$ cat config.mk
export PLATFORM = sky130hd
export DESIGN_NAME = spi_slave_gen_flat
export DESIGN_NICKNAME = d
export VERILOG_FILES = /design/src/rtl/spi_slave_gen_if.sv /design/src/rtl/spi_slave_gen.sv /design/src/flat_wrapper.sv
export SDC_FILE = /design/constraint.sdc
export NUM_CORES = 1
export LEC_CHECK = 0
export CORE_MARGIN = 2
export CORE_UTILIZATION = 58
export DETAILED_ROUTE_END_ITERATION = 10
export GPL_ROUTABILITY_DRIVEN = 0
export GPL_TIMING_DRIVEN = 0
export MAX_ROUTING_LAYER = met4
export PLACE_DENSITY = 0.94
export SYNTH_ARGS = -nofsm -noshare
export SYNTH_HDL_FRONTEND = slang
export SYNTH_SLANG_ARGS = --single-unit
export TNS_END_PERCENT = 10
$ cat constraint.sdc
create_clock -name clk -period 2.6 [get_ports clk]
set_clock_uncertainty 0.05 [all_clocks]
set_input_delay 0.52 -clock clk [delete_from_list [all_inputs] [get_ports clk]]
set_output_delay 0.52 -clock clk [all_outputs]
set_load 0.02 [all_outputs]
$ cat src/rtl/spi_slave_gen_if.sv
// Bus bundle between the SPI slave front-end and its environment (pins + RAM side).
// The slave modport is the DUT view; master is the driving side (pads/RAM model).
interface spi_slave_gen_if #(
    parameter int DATA_W = 8
) ();
    logic              SS_n;
    logic              MOSI;
    logic              MISO;
    logic [DATA_W+1:0] rx_data;
    logic              rx_valid;
    logic              rx_err;
    logic [DATA_W-1:0] tx_data;
    logic              tx_valid;

    modport slave (
        input  SS_n,
        input  MOSI,
        input  tx_data,
        input  tx_valid,
        output MISO,
        output rx_data,
        output rx_valid,
        output rx_err
    );

    modport master (
        output SS_n,
        output MOSI,
        output tx_data,
        output tx_valid,
        input  MISO,
        input  rx_data,
        input  rx_valid,
        input  rx_err
    );
endinterface

$ cat src/rtl/spi_slave_gen.sv
// Parametrised SPI slave: deserialises {cmd, payload} frames and serialises RAM read data.
// Optional odd-parity framing on both directions is enabled by defining SPI_SLAVE_PARITY_EN.
module spi_slave_gen #(
    parameter int DATA_W    = 8,
    parameter bit MSB_FIRST = 1'b1
) (
    input logic            clk,
    input logic            rst_n,
    spi_slave_gen_if.slave bus
);

`ifdef SPI_SLAVE_PARITY_EN
    localparam int PAR_BITS = 1;
`else
    localparam int PAR_BITS = 0;
`endif
    localparam int DATA_BITS  = DATA_W + 2;
    localparam int FRAME_BITS = DATA_BITS + PAR_BITS;
    localparam int CNT_W      = $clog2(FRAME_BITS + 1);
    localparam int TXC_W      = $clog2(DATA_W + PAR_BITS + 1);

    localparam logic [CNT_W-1:0] CNT_CMD_END  = CNT_W'(2);
    localparam logic [CNT_W-1:0] CNT_DATA_END = CNT_W'(DATA_BITS);
    localparam logic [CNT_W-1:0] CNT_LAST     = CNT_W'(FRAME_BITS - 1);
    localparam logic [CNT_W-1:0] CNT_ONE      = CNT_W'(1);
    localparam logic [TXC_W-1:0] TXC_DATA_END = TXC_W'(DATA_W);
    localparam logic [TXC_W-1:0] TXC_LAST     = TXC_W'(DATA_W + PAR_BITS);
    localparam logic [TXC_W-1:0] TXC_ONE      = TXC_W'(1);

    typedef enum logic [2:0] {
        IDLE      = 3'd0,
        CHK_CMD   = 3'd1,
        WRITE     = 3'd2,
        READ_ADD  = 3'd3,
        READ_DATA = 3'd4,
        READ_WAIT = 3'd5,
        READ_TX   = 3'd6
    } state_t;

    state_t              state_q;
    logic [CNT_W-1:0]    cnt_q;
    logic [1:0]          cmd_q;
    logic [DATA_W-1:0]   pay_q;
    logic [DATA_W-1:0]   pay_d;
    logic [DATA_W+1:0]   rx_data_q;
    logic                rx_valid_q;
    logic                rx_err_q;
    logic                rd_addr_seen_q;
    logic [DATA_W-1:0]   tx_sh_q;
    logic [TXC_W-1:0]    tx_cnt_q;
    logic                tx_par_q;
    logic                miso_q;
    logic [DATA_W+1:0]   frame_word_s;
    logic                frame_err_s;

    function automatic logic odd_parity(input logic [DATA_W-1:0] d);
        return ~(^d);
    endfunction

    function automatic logic head_bit(input logic [DATA_W-1:0] d);
        return MSB_FIRST ? d[DATA_W-1] : d[0];
    endfunction

    function automatic logic [DATA_W-1:0] shift_out(input logic [DATA_W-1:0] d);
        return MSB_FIRST ? {d[DATA_W-2:0], 1'b0} : {1'b0, d[DATA_W-1:1]};
    endfunction

    // Next payload value with the current MOSI bit inserted in transfer order.
    always_comb begin
        pay_d = pay_q;
        if (MSB_FIRST) begin
            pay_d = {pay_q[DATA_W-2:0], bus.MOSI};
        end else begin
            pay_d = {bus.MOSI, pay_q[DATA_W-1:1]};
        end
    end

    // With parity the final edge carries the parity bit, so the word is already complete.
`ifdef SPI_SLAVE_PARITY_EN
    assign frame_word_s = {cmd_q, pay_q};
    assign frame_err_s  = ~(^{cmd_q, pay_q, bus.MOSI});
`else
    assign frame_word_s = {cmd_q, pay_d};
    assign frame_err_s  = 1'b0;
`endif

    // Frame sequencer: receive shifting, read handshake and MISO serialisation.
    always_ff @(posedge clk or negedge rst_n) begin
        if (!rst_n) begin
            state_q        <= IDLE;
            cnt_q          <= '0;
            cmd_q          <= 2'b00;
            pay_q          <= '0;
            rx_data_q      <= '0;
            rx_valid_q     <= 1'b0;
            rx_err_q       <= 1'b0;
            rd_addr_seen_q <= 1'b0;
            tx_sh_q        <= '0;
            tx_cnt_q       <= '0;
            tx_par_q       <= 1'b0;
            miso_q         <= 1'b0;
        end else begin
            rx_valid_q <= 1'b0;
            rx_err_q   <= 1'b0;
            case (state_q)
                IDLE: begin
                    miso_q <= 1'b0;
                    if (!bus.SS_n) begin
                        state_q <= CHK_CMD;
                    end else begin
                        state_q <= IDLE;
                    end
                end

                CHK_CMD: begin
                    miso_q <= 1'b0;
                    cnt_q  <= '0;
                    cmd_q  <= 2'b00;
                    pay_q  <= '0;
                    if (bus.SS_n) begin
                        state_q <= IDLE;
                    end else if (!bus.MOSI) begin
                        state_q <= WRITE;
                    end else if (rd_addr_seen_q) begin
                        state_q <= READ_DATA;
                    end else begin
                        state_q <= READ_ADD;
                    end
                end

                WRITE, READ_ADD, READ_DATA: begin
                    miso_q <= 1'b0;
                    if (bus.SS_n) begin
                        // Deselect mid-frame drops the partial word, even on its last bit.
                        state_q <= IDLE;
                        cnt_q   <= '0;
                        cmd_q   <= 2'b00;
                        pay_q   <= '0;
                    end else begin
                        cnt_q <= cnt_q + CNT_ONE;
                        if (cnt_q < CNT_CMD_END) begin
                            cmd_q <= {cmd_q[0], bus.MOSI};
                        end else if (cnt_q < CNT_DATA_END) begin
                            pay_q <= pay_d;
                        end else begin
                            pay_q <= pay_q;
                        end
                        if (cnt_q == CNT_LAST) begin
                            rx_valid_q <= 1'b1;
                            rx_data_q  <= frame_word_s;
                            rx_err_q   <= frame_err_s;
                            cnt_q      <= '0;
                            case (state_q)
                                READ_ADD: begin
                                    rd_addr_seen_q <= 1'b1;
                                    state_q        <= CHK_CMD;
                                end
                                READ_DATA: begin
                                    rd_addr_seen_q <= 1'b0;
                                    state_q        <= READ_WAIT;
                                end
                                default: begin
                                    state_q <= CHK_CMD;
                                end
                            endcase
                        end else begin
                            state_q <= state_q;
                        end
                    end
                end

                READ_WAIT: begin
                    if (bus.SS_n) begin
                        miso_q  <= 1'b0;
                        state_q <= IDLE;
                    end else if (bus.tx_valid) begin
                        miso_q   <= head_bit(bus.tx_data);
                        tx_sh_q  <= shift_out(bus.tx_data);
                        tx_par_q <= odd_parity(bus.tx_data);
                        tx_cnt_q <= TXC_ONE;
                        state_q  <= READ_TX;
                    end else begin
                        miso_q  <= 1'b0;
                        state_q <= READ_WAIT;
                    end
                end

                READ_TX: begin
                    if (bus.SS_n) begin
                        miso_q   <= 1'b0;
                        tx_cnt_q <= '0;
                        state_q  <= IDLE;
                    end else if (tx_cnt_q < TXC_DATA_END) begin
                        miso_q   <= head_bit(tx_sh_q);
                        tx_sh_q  <= shift_out(tx_sh_q);
                        tx_cnt_q <= tx_cnt_q + TXC_ONE;
                    end else if (tx_cnt_q < TXC_LAST) begin
                        miso_q   <= tx_par_q;
                        tx_cnt_q <= tx_cnt_q + TXC_ONE;
                    end else begin
                        miso_q   <= 1'b0;
                        tx_cnt_q <= '0;
                        state_q  <= CHK_CMD;
                    end
                end

                default: begin
                    miso_q  <= 1'b0;
                    state_q <= IDLE;
                end
            endcase
        end
    end

    assign bus.MISO     = miso_q;
    assign bus.rx_data  = rx_data_q;
    assign bus.rx_valid = rx_valid_q;
    assign bus.rx_err   = rx_err_q;

endmodule

$ cat src/flat_wrapper.sv
// flat-port wrapper written by rule: the top's interface ports become plain ports
module spi_slave_gen_flat 
#(
    parameter int DATA_W    = 8,
    parameter bit MSB_FIRST = 1'b1
)
  (clk, rst_n, bus_SS_n, bus_MOSI, bus_tx_data, bus_tx_valid, bus_MISO, bus_rx_data, bus_rx_valid, bus_rx_err);
  spi_slave_gen_if #(.DATA_W(DATA_W)) bus_i ();
  input logic clk;
  input logic rst_n;
  input wire logic [$bits(bus_i.SS_n)-1:0] bus_SS_n;
  input wire logic [$bits(bus_i.MOSI)-1:0] bus_MOSI;
  input wire logic [$bits(bus_i.tx_data)-1:0] bus_tx_data;
  input wire logic [$bits(bus_i.tx_valid)-1:0] bus_tx_valid;
  output wire logic [$bits(bus_i.MISO)-1:0] bus_MISO;
  output wire logic [$bits(bus_i.rx_data)-1:0] bus_rx_data;
  output wire logic [$bits(bus_i.rx_valid)-1:0] bus_rx_valid;
  output wire logic [$bits(bus_i.rx_err)-1:0] bus_rx_err;
  assign bus_i.SS_n = bus_SS_n;
  assign bus_i.MOSI = bus_MOSI;
  assign bus_i.tx_data = bus_tx_data;
  assign bus_i.tx_valid = bus_tx_valid;
  assign bus_MISO = bus_i.MISO;
  assign bus_rx_data = bus_i.rx_data;
  assign bus_rx_valid = bus_i.rx_valid;
  assign bus_rx_err = bus_i.rx_err;
  spi_slave_gen #(.DATA_W(DATA_W), .MSB_FIRST(MSB_FIRST)) u_core (.clk(clk), .rst_n(rst_n), .bus(bus_i));
endmodule
==> reports/results.txt <==
filler cell count in the final layout - 265
Antenna Violating Nets Remaining - 0
min Tclk post-route - 2030 ps
YS warnings - 0
Worst-Margin Slew - 860.8 ps
IR drop worst, VDD - 0.3383 mV
max_cap viols - 0
initial drt markers - 64
top-area cell type share of the netlist area - 52.12%
grt peak-use layer - met2
Post-Route WL - 3882 um
final net count - 211
CP startpoint kind - input pin
number of synthesized flops with an enable pin - 0
post-synthesis sequential area ratio - 52.12%
largest cells by area after synthesis - dfrtp_1 52%, mux2_4 7.0%, a22o_1 4.6%, mux2i_1 3.6%, o21ai_0 3.6%
synthesis-stage register bit count - 40
Setup Fix Bufs, Post-CTS - 0
vias per inst - 5.908
critical path arrival - 2220 ps
CTS sink cnt - 40
status - finished, final reports clean
met3 usage - 6.513%
via count - 1418
clk_lat worst skew - 360 ps
Net Count, Synth - 180
asr flop ratio synth - 100.0%
area of the die - 3788 sq um
Final period util - 78.08%
H-tree depth - 2
num rows - 20
P per Cell Area - 617.2 nW/um^2
Mapped Area - 1921 sq um
hpwl dp - 2824 um
core area - 3103 sq um
Hold Slack - 213.1 ps
initial core utilization - 61.90%
Clk Tree Root Cell - clkbuf_4
RSZ-0062 raised after global routing - false
met1 usage - 27.97%
crit end category - flop
Req. time, crit path - 2790 ps
Clock Pin Slew Worst Setup and Hold Paths - 120 ps
Post-CTS Resized - 0
CP Class - in2reg
Hold Fails Final Rpt - 0
Wirelength per Cell - 16.18 um
Post-Route Setup TNS - 0 ps
vias in the first global route - 1436
Die Y - 61.55 um
CP Max Fanout - 10
synthesized area per cell - 11.71 sq um
M2 GR Usage - 40.45%
min-delay worst type - in2async
DRC violations left - 0
GRT Residual Overflow - 0
Worst slew margin - 42.61%
largest net degree at the start of global routing - 41
die width - 61.55 um
FMAX - 492.6 MHz
CTS Buf Count - 5
setup violation total in the final timing report - 0
CTS tree - yes
Distinct cells, synth - 47
hold_buf cts - 0
CTS Buffer Depth - 2
ant diodes - 0
first-pass GRT wire length - 6430 um
initial antenna violation count - 0
top_reg_cell synth - dfrtp_1
share of cells above drive strength 1 - 15.82%
synthesized instance count - 164
Synth area leader - dfrtp_1
DR pass1 iterations - 4
Slew Limit Fails - 0
I/O pin count - 26
Lkg Pwr - 0.001088 uW
area grow syn2layout - 18.37%
Tot GR Track Use - 24.47%
IO buf count - 24
## placed cells by master, fill, tap and decap left out, types with 3 or more instances in the layout
master,netlist,layout
a21oi_1,4,4
a22o_1,10,10
a31oi_1,4,4
clkbuf_1,3,4
clkbuf_4,0,5
clkdlybuf4s50_1,0,23
dfrtp_1,40,40
ha_1,3,3
inv_1,7,7
mux2_4,9,9
mux2i_1,7,7
nand2_1,11,11
nand3_1,3,3
nor2_1,6,6
nor2b_1,5,5
o21ai_0,14,14
## final cells by class
| type | count | area [sq um] | area share (%) |
|---|---|---|---|
| buffer | 8 | 50.05 | 2.201 |
| tap | 44 | 55.05 | 2.422 |
| inverter | 7 | 26.28 | 1.156 |
| clock buffer | 7 | 55.05 | 2.422 |
| multi-input combinational | 109 | 843.3 | 37.09 |
| sequential | 40 | 1001 | 44.03 |
| timing repair buffer | 24 | 235.2 | 10.35 |
| clock inverter | 1 | 7.507 | 0.3302 |
## layer usage
| metal | part of all wire, % | up-vias | routed length [um] |
|---|---|---|---|
| met5 | 0 | - | 0 |
| met3 | 5.2 | 12 | 203 |
| li1 | - | 657 | - |
| met1 | 40 | 688 | 1551 |
| met4 | 2.1 | 0 | 80 |
| met2 | 53 | 61 | 2047 |
## sequential cells by signal, indices dropped and copies added, names as in the netlist
signal                 count
u_core.bus.rx_valid        1
u_core.tx_cnt_q            4
u_core.rd_addr_seen_q      1
u_core.bus.MISO            1
u_core.cmd_q               2
u_core.pay_q               7
u_core.state_q             3
u_core.tx_sh_q             7
u_core.bus.rx_data        10
u_core.cnt_q               4
## through the flow
stage	total power [uW]	setup WS [ps]	cell area, sq um	cells	utilization [%]
after floorplan	966.2	805.4	1921	164	-
after global placement	1034	95.22	2216	232	71.41
after detailed placement	1071	201.2	2211	232	71.25
after CTS	1405	587.9	2273	240	73.27
after global routing	1481	396.1	2273	240	73.27
final	1403	570.0	2273	240	73.27
## worst max-delay path: stages
cell and delay, ps:
clkdlybuf4s50_1 510, clkbuf_1 370, nor2b_1 120, o21ai_0 190, clkbuf_1 350, o21ai_0 160
## synth_stat cells, drive strengths merged, types with 3 or more instances
master	instances
a22o	10
nand2	12
o21ai	15
nand3	3
nand2b	3
ha	3
a21oi	4
mux2	11
mux2i	7
clkbuf	3
a31oi	4
nor2b	5
inv	7
nor2	6
buf	5
dfrtp	40
## final timing paths
check,endpoint,depth (start not counted),slack (ps),startpoint
worst min-delay path,u_core.cnt_q[2],1,210,rst_n
min in group clk,u_core.tx_cnt_q[2],1,450,u_core.tx_cnt_q[2]
worst max-delay path,u_core.tx_sh_q[6],6,570,bus_SS_n
worst max register to register,u_core.tx_sh_q[6],5,690,u_core.state_q[0]
worst min register to register,u_core.tx_cnt_q[2],1,450,u_core.tx_cnt_q[2]
max in group asynchronous,u_core.pay_q[1],1,1760,rst_n
## where the power goes
part           switching, uW  internal (uW)
clock network            211            132
registers               65.5            697
logic                    172            126
total                    448            955
## cell families after synthesis
group | share of synthesized area, %
AOI/OAI and AO/OA | 16.22
and+or+nand+nor | 13.23
DFF | 52.12
muxes | 11.86
buffers and inverters | 3.974
adders and majority gates | 1.955
other | 0.1953
xor gates and xnor gates | 0.4561
Power figures use the tool's default switching activity.
